[src/rtl/multicycle_ctrl.sv]
// ---------------------------------------------------------------------------
// multicycle_ctrl
//   Multi-cycle control FSM for the single-issue RISC-V core. It takes the
//   6-bit ALUop from the instruction decoder and steps each instruction through
//   fetch, decode, execute, memory and write-back. It drives the PC, IR,
//   register-file and data-memory enables, and it handshakes with the
//   instruction and data memories through their ready inputs. It holds no
//   datapath registers. The only internal copy is the ALUop, which is latched
//   in DECODE.
//
// Build option:
//   CTRL_ILLEGAL_TRAP_EN  When defined, an illegal ALUop seen in DECODE halts
//                         the core and sets illegal_o. When undefined, an
//                         illegal op runs as a NOP (PC+4 only) and illegal_o
//                         is tied to 0.
//
// Parameters:
//   MEM_TIMEOUT    Maximum number of MEM cycles without dmem_ready_i before
//                  the core halts with a timeout (1..255).
//
// Ports:
//   clk            Clock. All state updates happen on the rising edge.
//   rst            Synchronous reset, active high.
//   alu_op_i       Decoder ALUop: 1 add, 2 sub, 3 sll, 4 jal, 5 addi, 6 and,
//                  7 or, 8 xor, 9 blt, 10 beq, 11 srl, 12 lw, 13 sw.
//                  0 and 14..63 are illegal.
//   br_taken_i     Branch condition from the ALU, sampled in EXEC.
//   imem_ready_i   Instruction word is valid this cycle.
//   dmem_ready_i   Data access completes this cycle.
//   imem_req_o     Instruction fetch request.
//   ir_we_o        Latch the instruction register.
//   pc_we_o        Update the PC.
//   pc_src_o       PC source: 0 PC+4, 1 branch target, 2 jal target.
//   reg_we_o       Register-file write enable.
//   wb_sel_o       Write-back source: 0 ALU result, 1 load data, 2 PC+4.
//   dmem_re_o      Data read request.
//   dmem_we_o      Data write request.
//   state_o        Current state, for debug.
//   halt_o         Core halted. Sticky until rst.
//   timeout_o      Halted because of a data-memory timeout. Sticky.
//   illegal_o      Halted on an illegal ALUop. Sticky.
// ---------------------------------------------------------------------------
module multicycle_ctrl #(
  parameter int unsigned MEM_TIMEOUT = 15
) (
  input  logic       clk,
  input  logic       rst,
  input  logic [5:0] alu_op_i,
  input  logic       br_taken_i,
  input  logic       imem_ready_i,
  input  logic       dmem_ready_i,
  output logic       imem_req_o,
  output logic       ir_we_o,
  output logic       pc_we_o,
  output logic [1:0] pc_src_o,
  output logic       reg_we_o,
  output logic [1:0] wb_sel_o,
  output logic       dmem_re_o,
  output logic       dmem_we_o,
  output logic [2:0] state_o,
  output logic       halt_o,
  output logic       timeout_o,
  output logic       illegal_o
);

  typedef enum logic [2:0] {
    S_FETCH  = 3'd0,
    S_DECODE = 3'd1,
    S_EXEC   = 3'd2,
    S_MEM    = 3'd3,
    S_WB     = 3'd4,
    S_HALT   = 3'd7
  } state_e;

  localparam logic [5:0] OP_JAL = 6'd4;
  localparam logic [5:0] OP_BLT = 6'd9;
  localparam logic [5:0] OP_BEQ = 6'd10;
  localparam logic [5:0] OP_LW  = 6'd12;
  localparam logic [5:0] OP_SW  = 6'd13;

  localparam logic [1:0] PC_SEQ = 2'd0;
  localparam logic [1:0] PC_BR  = 2'd1;
  localparam logic [1:0] PC_JAL = 2'd2;

  localparam logic [1:0] WB_ALU = 2'd0;
  localparam logic [1:0] WB_LD  = 2'd1;
  localparam logic [1:0] WB_PC4 = 2'd2;

  // This is the value of the wait counter on the last MEM cycle allowed
  // before the timeout. The counter starts at 0 on the first MEM cycle.
  localparam logic [7:0] CNT_LAST = 8'(MEM_TIMEOUT - 1);

  state_e     state_q, state_d;
  logic [5:0] op_q;
  logic [7:0] cnt_q, cnt_d;
  logic       timeout_q, timeout_d;
`ifdef CTRL_ILLEGAL_TRAP_EN
  logic       illegal_q, illegal_d;
`endif

  logic       imem_req, ir_we, pc_we, reg_we, dmem_re, dmem_we;
  logic [1:0] pc_src, wb_sel;

  // These are the ALU-class ops that finish in write-back.
  function automatic logic is_alu_op(input logic [5:0] op);
    case (op)
      6'd1, 6'd2, 6'd3, 6'd5, 6'd6, 6'd7, 6'd8, 6'd11: is_alu_op = 1'b1;
      default:                                         is_alu_op = 1'b0;
    endcase
  endfunction

  function automatic logic is_legal(input logic [5:0] op);
    is_legal = (op >= 6'd1) && (op <= 6'd13);
  endfunction

  // State and control registers
  always_ff @(posedge clk) begin
    if (rst) begin
      state_q   <= S_FETCH;
      cnt_q     <= 8'd0;
      timeout_q <= 1'b0;
`ifdef CTRL_ILLEGAL_TRAP_EN
      illegal_q <= 1'b0;
`endif
    end else begin
      state_q   <= state_d;
      cnt_q     <= cnt_d;
      timeout_q <= timeout_d;
`ifdef CTRL_ILLEGAL_TRAP_EN
      illegal_q <= illegal_d;
`endif
    end
  end

  // The ALUop register is data. It is only written in DECODE, so it needs no
  // reset, and it is never read before that write.
  always_ff @(posedge clk) begin
    if (state_q == S_DECODE) begin
      op_q <= alu_op_i;
    end
  end

  // Next-state and enable decode
  always_comb begin
    state_d   = state_q;
    cnt_d     = cnt_q;
    timeout_d = timeout_q;
`ifdef CTRL_ILLEGAL_TRAP_EN
    illegal_d = illegal_q;
`endif
    imem_req  = 1'b0;
    ir_we     = 1'b0;
    pc_we     = 1'b0;
    pc_src    = PC_SEQ;
    reg_we    = 1'b0;
    wb_sel    = WB_ALU;
    dmem_re   = 1'b0;
    dmem_we   = 1'b0;

    case (state_q)
      S_FETCH: begin
        imem_req = 1'b1;
        if (imem_ready_i) begin
          ir_we   = 1'b1;
          state_d = S_DECODE;
        end
      end

      S_DECODE: begin
`ifdef CTRL_ILLEGAL_TRAP_EN
        if (!is_legal(alu_op_i)) begin
          state_d   = S_HALT;
          illegal_d = 1'b1;
        end else begin
          state_d = S_EXEC;
        end
`else
        state_d = S_EXEC;
`endif
      end

      S_EXEC: begin
        if (op_q == OP_BEQ || op_q == OP_BLT) begin
          pc_we   = 1'b1;
          pc_src  = br_taken_i ? PC_BR : PC_SEQ;
          state_d = S_FETCH;
        end else if (op_q == OP_LW || op_q == OP_SW) begin
          cnt_d   = 8'd0;
          state_d = S_MEM;
        end else if (is_alu_op(op_q) || op_q == OP_JAL) begin
          state_d = S_WB;
        end else begin
          // An illegal op that reaches this state runs as a NOP: it only
          // advances the PC.
          pc_we   = 1'b1;
          state_d = S_FETCH;
        end
      end

      S_MEM: begin
        dmem_re = (op_q == OP_LW);
        dmem_we = (op_q == OP_SW);
        // Ready is checked before the limit. A ready that arrives on the
        // final allowed cycle still completes the access normally.
        if (dmem_ready_i) begin
          if (op_q == OP_LW) begin
            state_d = S_WB;
          end else begin
            pc_we   = 1'b1;
            state_d = S_FETCH;
          end
        end else if (cnt_q >= CNT_LAST) begin
          timeout_d = 1'b1;
          state_d   = S_HALT;
        end else begin
          cnt_d = cnt_q + 8'd1;
        end
      end

      S_WB: begin
        reg_we = 1'b1;
        pc_we  = 1'b1;
        if (op_q == OP_JAL) begin
          wb_sel = WB_PC4;
          pc_src = PC_JAL;
        end else if (op_q == OP_LW) begin
          wb_sel = WB_LD;
        end
        state_d = S_FETCH;
      end

      S_HALT: begin
        state_d = S_HALT;
      end

      default: begin
        state_d = S_FETCH;
      end
    endcase
  end

  // Every output is forced low while rst is asserted. This keeps a reset
  // issued mid-instruction from leaking a partial enable.
  always_comb begin
    imem_req_o = imem_req & ~rst;
    ir_we_o    = ir_we    & ~rst;
    pc_we_o    = pc_we    & ~rst;
    pc_src_o   = rst ? 2'd0 : pc_src;
    reg_we_o   = reg_we   & ~rst;
    wb_sel_o   = rst ? 2'd0 : wb_sel;
    dmem_re_o  = dmem_re  & ~rst;
    dmem_we_o  = dmem_we  & ~rst;
    state_o    = rst ? 3'd0 : state_q;
    halt_o     = (state_q == S_HALT) & ~rst;
    timeout_o  = timeout_q & ~rst;
`ifdef CTRL_ILLEGAL_TRAP_EN
    illegal_o  = illegal_q & ~rst;
`else
    illegal_o  = 1'b0;
`endif
  end

endmodule

[config.mk]
export PLATFORM = sky130hd
export DESIGN_NAME = multicycle_ctrl
export DESIGN_NICKNAME = d
export VERILOG_FILES = /design/src/rtl/multicycle_ctrl.sv
export SDC_FILE = /design/constraint.sdc
export NUM_CORES = 1
export LEC_CHECK = 0
export CORE_UTILIZATION = 43
export CTS_CLUSTER_SIZE = 16
export DETAILED_ROUTE_END_ITERATION = 6
export PLACE_DENSITY = 0.7
export SYNTH_ARGS = -nofsm -noshare
export SYNTH_HDL_FRONTEND = slang
export SYNTH_SLANG_ARGS = --single-unit
[constraint.sdc]
create_clock -name clk -period 1.6 [get_ports clk]
set_input_delay 0.32 -clock clk [delete_from_list [all_inputs] [get_ports clk]]
set_output_delay 0.32 -clock clk [all_outputs]
set_load 0.02 [all_outputs]
## Yosys cells after proc, flatten, opt, wreduce, memory -nomap -nowiden

Memory sizes are Yosys's and may differ from the RTL's. A register that Yosys moved wholly into a read port is not among the register bits.
Cells that the tools add are included.

- Memories: 1
- Logic and storage cells: 82
- Output and inout port bits: 16
- Register bits after elaboration: 18
- Memory bits (read-only): 16

- Bitwise logic cells: 10
- Eq/ne operators: 16
- Order comparisons: 1
- $add $sub $neg: 1
- Mux-type cells: 40
- Reduce and logical (&&, ||, !) cells: 9

Memory list:

| name | words | width | read ports | clocked after memory_dff | write ports | RTL line | RTL |
|---|---|---|---|---|---|---|---|
| (no name shown) | 16 | 1 | 1 | 1 | 0 | 106 | `case (op)` |

Operators by type and width:

| operator | count |
|---|---|
| $mux 8 | 4 |
| $eq 6x4->1 const B | 4 |
| $mux 3 | 8 |
| $mux 1 | 18 |
| $pmux 8 s2 | 1 |
| $pmux 3 s5 | 1 |
| $mux 2 | 5 |
| $ne 2x2->1 const B | 5 |
| $add 8x1->8 const B | 1 |
| $and 1x1->1 | 8 |
| $ge 8x4->1 const B | 1 |
| $eq 3x2->1 const B | 2 |
| $eq 3x3->1 const B | 2 |
| $eq 6x3->1 const B | 1 |
| $reduce_and 5->1 | 1 |
| $mux 4 | 1 |
| $pmux 2 s2 | 1 |
| $eq 3x1->1 const B | 1 |
| $logic_not 3->1 | 1 |
| $logic_or 1x1->1 | 3 |
| $ne 3x3->1 const B | 1 |
| $pmux 1 s3 | 1 |
| $reduce_and 3->1 | 1 |
| $logic_not 2->1 | 1 |
| other kinds (3) | 4 |

## Longest topological paths before layout

Gate-level depths: netlist of run 1.

- Depth after elaboration: 11
- Depth in mapped cells: 6
- Gate-level depth less buffers: 6

## Worst setup path after synthesis of run 1

OpenSTA, ideal clock, no wires.

- Path type: register to output
- Start: register state_q[0]
- End: output ir_we_o
- Data required time: 1280 ps
- Arrival time: 1642 ps
- Slack: -362 ps
- Stages on the path, launching flop included: 4
- Buffers on the path: 1
- Path through: dfxtp_1 > clkbuf_1 > nor4_1 > and2_1

- Cells in the longest elaborated chain, start to end: 3

Ends and longest elaborated chain:

| item | RTL line | RTL |
|---|---|---|
| start: declaration | 93 | `state_e state_q, state_d;` |
| start signal: assignment | 126 | `state_q <= state_d;` |
| $logic_not 3->1 | 160 | `case (state_q)` |
| $mux 1 | 160 |  |
| $and 1x1->1 | 246 | `ir_we_o = ir_we & ~rst;` |
| end: declaration | 53 | `output logic ir_we_o,` |

Every way passes these cells.

## Worst setup path after layout of run 1

- Start: register op_q[1]
- End: output pc_we_o

- Cells in the longest elaborated chain, start to end: 7
- Elaborated cells between the ends (all ways): 15

Ends and longest elaborated chain:

| item | RTL line | RTL |
|---|---|---|
| start: declaration | 94 | `logic [5:0] op_q;` |
| start signal: assignment | 139 | `op_q <= alu_op_i;` |
| $eq 6x3->1 | 190 | `end else if (is_alu_op(op_q) \|\| op_q == OP_JAL) begin` |
| $logic_or 1x1->1 | 190 |  |
| $mux 1 | 190 |  |
| $mux 1 | 187 | `end else if (op_q == OP_LW \|\| op_q == OP_SW) begin` |
| $mux 1 | 183 | `if (op_q == OP_BEQ \|\| op_q == OP_BLT) begin` |
| $pmux 1 s3 (*) | 160 |  |
| $and 1x1->1 (*) | 247 | `pc_we_o = pc_we & ~rst;` |
| end: declaration | 54 | `output logic pc_we_o,` |

Mark *: on every way between the ends. The rest lies on a longest branch, timed or not.

==> impl_metrics.yaml, run 1 <==
outcome:
  outcome: "finished, violations left"
  failed_checks: "negative setup slack"
synth:
  synth.yosys.seq_area_share: 0.3977
  post_synth_net_total: 138
  yosysWarningCount: 0
  syn_inst: 124
  ys_ff_latch: 19
  netlist_area_um2: 1107
  post_synth_num_cell_types: 41
  synth.avg_cell_area_um2: 8.930
detailed_routing:
  dr_wl_met3_um: 264
  topRoutingLayerUsed: "met4"
  first_pass_detailed_route_iteration_total: 5
  detailroute.wirelength.met2_um: 2352
  drt-total-wl_um: 4605
  initialDrtViolationCount: 36
  num_vias: 1398
  postRouteAntennaNets: 0
  wl_per_cell_um: 19.51
  remaining_drc_errors: 0
  route.detailed.vias_per_inst: 5.924
  met1Wirelength_um: 1730
setup_path:
  crit_arrival_ns: 2.01
  critical_path_peak_fanout: 2
  worst_r2r_path_depth: 9
  timing_worst_setup_path_type: "reg -> out"
  worstSetupStartpointType: "flip-flop"
  r2r_start: "op_q[1]"
  timing.critical_path.to_type: "output pin"
  setup.reg_to_reg.worst_slack_ns: -0.29
  worst_ep_required_time_ns: 1.28
  timing.rr.end: "state_q[2]"
final_layout:
  layout.cell_area.non_filler_um2: 2153
  final_core_util: 0.8772
  drive_gt1_frac: 0.5874
  final_nets: 221
  filler_cell_count: 121
  antenna-diode-count: 0
  flow.area_growth_from_synthesis_pct: 94.46
pwr:
  cellInternalPower_mw: 0.8551
  total_switching_power_mw: 0.4287
  leakagePower_nw: 0.9335
  seq_power_share: 0.424
  p_comb_frac: 0.343
  worst_ir_drop_vdd_mv: 0.6063
  power-per-cell-area_nw_per_um2: 596.2
  switching_share: 0.3339
  share_clk_of_total_power: 0.233
  total_chip_power_mw: 1.284
run:
  maxCapViolations: 0
placement:
  detail_placement_hpwl_um: 2250
  place_congestion: 0.7752
  pre_cts_ws_ns: -0.8136
  placedInstanceArea_um2: 1685
  number_of_input_and_output_port_buffers_inserted: 25
min_path:
  hold_path_class: "reg -> reg"
  min-delay-start: "cnt_q[0]"
  holdPathEnd: "cnt_q[0]"
  min_delay_path_depth: 2
sta:
  setup_ws_final_ns: -0.7255
  layout_worst_path_cycle_share: 1.453
  unrepaired_setup_endpoints_after_global_routing: "true"
  fmaxAchievable_mhz: 430.0
  finalMaxSlewViolations: 0
  hold_viol: 0
  timing.final.setup_violations: 24
  skew_ns: 0.01157
  min_period_ns: 2.325
clocking:
  clkTransAtPathRegs_ns: 0.15
  clock-root-buffer: "sky130_fd_sc_hd__clkbuf_4"
  numCtsBuffers: 3
  ctsHtreeMaxLevel: 1
  cts.path.max_buffers: 2
  cts_sinks: 19
  cts_hold_buffers: 0
  insertion_delay_ns: 0.33
  tritoncts: "built"
die:
  num_io_pins: 27
  die_area_um2: 2782
  die_h_um: 52.75
  fp.dieW_um: 52.75
  effective_utilization_at_floorplan: 0.4511
  placement_rows: 18
  core_region_area_um2: 2455
global_routing:
  global_route_wire_length_before_repair_um: 5437
  first_global_vias: 1246
  grt_overflow_total: 0
  antenna_found_initial: 0
  pin_count_of_the_biggest_net_entering_global_routing: 16
  grt_usage: 0.2712
-- what timing repair did --
item,4_1_cts,5_1_grt
setup endpoints to repair,20,27
pin swaps,18,19
gates resized for setup,92,58
setup buffers,15,10
-- critical path: stages (launching register included) --
cell	delay, ns
sky130_fd_sc_hd__edfxtp_1	0.42
sky130_fd_sc_hd__or4b_4	0.56
sky130_fd_sc_hd__nor3b_1	0.17
sky130_fd_sc_hd__o2111ai_1	0.22
sky130_fd_sc_hd__a31oi_2	0.13
sky130_fd_sc_hd__buf_2	0.17
-- power by group through the flow --
stage | logic (mW) | registers, mW | clock network (mW)
CTS | 0.323 | 0.536 | 0.276
finish | 0.440 | 0.544 | 0.300
global route | 0.458 | 0.546 | 0.309
detailed placement | 0.274 | 0.550 | 0
floorplan | 0.134 | 0.552 | 0
global placement | 0.269 | 0.549 | 0
-- state kept, by name, summed over array words and instances (netlist names), named ones only --
signal,flops
cnt_q,8
op_q,6
state_q,3
timeout_q,1
-- synthesized netlist by cell type --
| cell | count | area [um^2] |
|---|---|---|
| sky130_fd_sc_hd__a211o_1 | 1 | 8.760 |
| sky130_fd_sc_hd__a21oi_1 | 10 | 50.05 |
| sky130_fd_sc_hd__a31o_2 | 1 | 8.760 |
| sky130_fd_sc_hd__a31oi_1 | 1 | 6.260 |
| sky130_fd_sc_hd__and2_1 | 2 | 12.51 |
| sky130_fd_sc_hd__and4bb_1 | 1 | 12.51 |
| sky130_fd_sc_hd__buf_1 | 1 | 3.750 |
| sky130_fd_sc_hd__buf_2 | 1 | 5.000 |
| sky130_fd_sc_hd__buf_4 | 2 | 15.01 |
| sky130_fd_sc_hd__clkbuf_1 | 2 | 7.510 |
| sky130_fd_sc_hd__conb_1 | 1 | 3.750 |
| sky130_fd_sc_hd__dfxtp_1 | 13 | 260.3 |
| sky130_fd_sc_hd__edfxtp_1 | 6 | 180.2 |
| sky130_fd_sc_hd__ha_1 | 3 | 37.54 |
| sky130_fd_sc_hd__inv_1 | 7 | 26.28 |
| sky130_fd_sc_hd__mux2_2 | 2 | 22.52 |
| sky130_fd_sc_hd__mux2i_1 | 2 | 20.02 |
| sky130_fd_sc_hd__nand2_1 | 8 | 30.03 |
| sky130_fd_sc_hd__nand2b_1 | 4 | 25.02 |
| sky130_fd_sc_hd__nand3_1 | 4 | 20.02 |
| sky130_fd_sc_hd__nand3_2 | 1 | 10.01 |
| sky130_fd_sc_hd__nand4_1 | 2 | 12.51 |
| sky130_fd_sc_hd__nand4b_1 | 2 | 17.52 |
| sky130_fd_sc_hd__nor2_1 | 13 | 48.80 |
| sky130_fd_sc_hd__nor2b_1 | 5 | 31.28 |
| sky130_fd_sc_hd__nor3_1 | 2 | 10.01 |
| sky130_fd_sc_hd__nor3b_1 | 4 | 30.03 |
| sky130_fd_sc_hd__nor3b_4 | 1 | 18.77 |
| sky130_fd_sc_hd__nor4_1 | 3 | 18.77 |
| sky130_fd_sc_hd__nor4_4 | 1 | 21.27 |
| sky130_fd_sc_hd__nor4bb_1 | 1 | 10.01 |
| sky130_fd_sc_hd__o2111ai_1 | 1 | 8.760 |
| sky130_fd_sc_hd__o211ai_1 | 1 | 7.510 |
| sky130_fd_sc_hd__o21a_1 | 2 | 15.01 |
| sky130_fd_sc_hd__o21ai_0 | 3 | 15.01 |
| sky130_fd_sc_hd__o22ai_1 | 1 | 6.260 |
| sky130_fd_sc_hd__o311ai_1 | 1 | 8.760 |
| sky130_fd_sc_hd__o31ai_1 | 1 | 7.510 |
| sky130_fd_sc_hd__or3_1 | 4 | 25.02 |
| sky130_fd_sc_hd__or4b_1 | 2 | 20.02 |
| sky130_fd_sc_hd__xor2_1 | 1 | 8.760 |
-- layer usage --
| metal | GRT usage | up-vias |
|---|---|---|
| li1 | - | 611 |
| met1 | 0.3018 | 665 |
| met2 | 0.4979 | 87 |
| met3 | 0.03188 | 35 |
| met4 | 0.1360 | 0 |
| met5 | 0 | - |
-- kinds of logic after synthesis --
kind of cell | Yosys count | share of synthesized area
and+or+nand+nor | 60 | 0.3379
AOI/OAI and AO/OA | 23 | 0.1288
DFF | 19 | 0.3977
buffers and inverters | 13 | 0.05197
muxes | 4 | 0.03842
adders and majority gates | 3 | 0.03390
other | 1 | 0.003387
xor gates and xnor gates | 1 | 0.007911
-- per-stage QoR --
step | TNS, ns | hold slack (ns) | cells
after CTS | -3.601 | 0.4751 | 228
after floorplan | -0.8254 | 0.4189 | 124
after global routing | -7.504 | 0.5140 | 236
final | -6.741 | 0.5061 | 236
after detailed placement | -10.38 | 0.4905 | 209
after global placement | -9.924 | 0.4470 | 209
-- worst max path at each step --
stage / start / to / slack [ns] / cells after the start
finish: op_q[1] / pc_we_o / -0.73 / 5
global route: op_q[1] / pc_we_o / -0.75 / 7
CTS: op_q[1] / pc_we_o / -0.64 / 5
detailed placement: rst / pc_src_o[1] / -0.81 / 6
global placement: rst / pc_src_o[1] / -0.75 / 6
floorplan: op_q[1] / pc_we_o / -0.24 / 4
-- layout by cell type, fill, tap and decap left out, types with 4 or more instances in the layout --
master,n
sky130_fd_sc_hd__inv_1,5
sky130_fd_sc_hd__dfxtp_1,9
sky130_fd_sc_hd__buf_4,44
sky130_fd_sc_hd__nor4_4,4
sky130_fd_sc_hd__edfxtp_1,6
sky130_fd_sc_hd__nor2_4,4
sky130_fd_sc_hd__a21oi_1,7
sky130_fd_sc_hd__nor2_1,8
sky130_fd_sc_hd__buf_6,24
sky130_fd_sc_hd__nand2_1,5
sky130_fd_sc_hd__clkdlybuf4s50_1,9
-- cell type report --
class	instances	area, um^2	area share
timing repair buffer	84	754.5	0.3504
clock inverter	1	7.507	0.003486
inverter	7	26.28	0.01220
tap	30	37.54	0.01743
sequential	19	450.4	0.2092
multi-input combinational	92	854.6	0.3969
clock buffer	3	22.52	0.01046
No activity file was read; power rests on OpenSTA's default activity.
==> run 2: changes to the inputs <==
--- a/config.mk
+++ b/config.mk
@@ -9,6 +9,7 @@
 export CTS_CLUSTER_SIZE = 16
 export DETAILED_ROUTE_END_ITERATION = 6
 export PLACE_DENSITY = 0.7
+export SETUP_SLACK_MARGIN = 0.02
 export SYNTH_ARGS = -nofsm -noshare
 export SYNTH_HDL_FRONTEND = slang
 export SYNTH_SLANG_ARGS = --single-unit
==> impl_metrics.yaml, run 2 (synthesis gave the netlist of run 1 again) <==
setup_path:
  timing_worst_setup_path_type: "reg -> out"
  cp_cell_sequence: "or4b_4 -> nor3b_1 -> o2111ai_1 -> a31oi_2 -> buf_2"
  timing.critical_path.to_type: "output pin"
  setup.reg_to_reg.worst_slack_ns: -0.15
  crit_slowest_cell: "sky130_fd_sc_hd__or4b_4"
  crit_arrival_ns: 1.95
  critical_path_peak_fanout: 2
  worstSetupStartpointType: "flip-flop"
  worst_r2r_path_depth: 9
  timing.critical_path.to: "pc_we_o"
  critPathMaxStageDelay_ns: 0.56
  setup.worst_path.start: "op_q[1]"
  worst_ep_required_time_ns: 1.28
  timing.rr.end: "cnt_q[5]"
  r2r_start: "op_q[1]"
detailed_routing:
  dr_wl_met3_um: 193
  num_vias: 1270
  detailroute.wirelength.met2_um: 1936
  wl_per_cell_um: 15.41
  remaining_drc_errors: 0
  postRouteAntennaNets: 0
  topRoutingLayerUsed: "met4"
  first_pass_detailed_route_iteration_total: 4
  initialDrtViolationCount: 41
  drt-total-wl_um: 3560
  route.detailed.vias_per_inst: 5.498
  met1Wirelength_um: 1375
pwr:
  worst_ir_drop_vdd_mv: 0.6759
  leakagePower_nw: 0.8595
  power-per-cell-area_nw_per_um2: 586.6
  total_chip_power_mw: 1.185
final_layout:
  drive_gt1_frac: 0.5622
  layout.cell_area.non_filler_um2: 2019
  largest_reg_flops: 8
  largest-register: "cnt_q"
  most_frequent_cells_in_the_layout: "sky130_fd_sc_hd__buf_4, sky130_fd_sc_hd__buf_6, sky130_fd_sc_hd__nor2_1, sky130_fd_sc_hd__dfxtp_1, sky130_fd_sc_hd__clkdlybuf4s50_1"
  layout_commonest_cell: "sky130_fd_sc_hd__buf_4"
  biggestRegsByFlops: "cnt_q (8), op_q (6), state_q (3)"
  final_cell_count_no_fill: 231
  final_nets: 216
  antenna-diode-count: 0
  flow.area_growth_from_synthesis_pct: 82.37
  filler_cell_count: 142
sta:
  min_period_ns: 2.269
  setup_ws_final_ns: -0.6688
  hold_viol: 0
  skew_ns: 0.01358
  timing.final.setup_violations: 18
  layout_worst_path_cycle_share: 1.418
  finalMaxSlewViolations: 0
  unrepaired_setup_endpoints_after_global_routing: "true"
  fmaxAchievable_mhz: 440.8
die:
  placement_rows: 18
  die_h_um: 52.75
  num_io_pins: 27
  effective_utilization_at_floorplan: 0.4511
  die_area_um2: 2782
  fp.dieW_um: 52.75
  core_region_area_um2: 2455
min_path:
  min-delay-start: "cnt_q[0]"
  hold_path_class: "reg -> reg"
placement:
  detail_placement_hpwl_um: 2250
  number_of_input_and_output_port_buffers_inserted: 25
  place_congestion: 0.7752
  placedInstanceArea_um2: 1685
  dp_cells: 209
clocking:
  clock-root-buffer: "sky130_fd_sc_hd__clkbuf_4"
  insertion_delay_ns: 0.32
  cts_hold_buffers: 0
  cts.path.max_buffers: 2
  numCtsBuffers: 3
  cts_sinks: 19
  tritoncts: "built"
  ctsHtreeMaxLevel: 1
  clkTransAtPathRegs_ns: 0.13
outcome:
  failed_checks: "negative setup slack"
  outcome: "finished, violations left"
global_routing:
  global_route_wire_length_before_repair_um: 5533
  grt_usage: 0.2767
  first_global_vias: 1269
  antenna_found_initial: 0
  pin_count_of_the_biggest_net_entering_global_routing: 16
  grt_overflow_total: 0
run:
  maxCapViolations: 0
[run 2: metal layers]
layer,GRT usage,up-vias
met2,0.4979,55
met5,0,-
met4,0.1316,0
met1,0.3140,609
met3,0.04058,7
li1,-,599
[run 2: stage by stage]
step | hold slack [ns] | setup slack [ns] | setup TNS (ns) | util
2_1_floorplan | 0.4189 | -0.2410 | -0.8254 | -
3_3_place_gp | 0.4470 | -0.7527 | -9.924 | 0.6865
3_5_place_dp | 0.4905 | -0.8136 | -10.38 | 0.6865
4_1_cts | 0.4751 | -0.6367 | -3.589 | 0.7849
5_1_grt | 0.5134 | -0.7305 | -5.755 | 0.8226
6_report | 0.5064 | -0.6688 | -4.604 | 0.8226
[run 2: layout make-up]
class / instances / area (um^2) / share of cell area
Timing Repair Buffer: 79 / 666.9 / 0.3302
Clock buffer: 3 / 22.52 / 0.01115
Tap cell: 30 / 37.54 / 0.01859
Multi-Input combinational cell: 92 / 808.3 / 0.4002
Inverter: 7 / 26.28 / 0.01301
Sequential cell: 19 / 450.4 / 0.2230
Clock inverter: 1 / 7.507 / 0.003717
[run 2: what timing repair did]
item | in CTS | in global routing
setup endpoints to repair | 20 | 27
pin swaps | 18 | 10
setup buffers | 16 | 4
resized for setup | 98 | 29
[run 2: worst max-delay path: cells and delay by family, from the launching register on]
kind	cells	cell delay, ns
and+or+nand+nor	2	0.72
AOI/OAI and AO/OA	2	0.32
DFF	1	0.42
buffers and inverters	1	0.17
[run 2: power breakdown]
group          leakage [nW]  internal [mW]  switching, mW  total, mW
Combinational         0.682          0.201          0.172      0.373
Sequential            0.164          0.522         0.0136      0.536
Clock                0.0139         0.0956          0.180      0.276
Total                 0.860          0.819          0.366       1.18
[run 2: how the worst min path moves through the flow]
stage                       to  slack [ns]  depth (start not counted)
finish                cnt_q[0]        0.51                          2
global placement     timeout_q        0.45                          2
global route          cnt_q[0]        0.51                          2
CTS                 state_q[2]        0.48                          4
floorplan              op_q[0]        0.42                          0
detailed placement    cnt_q[0]        0.49                          2
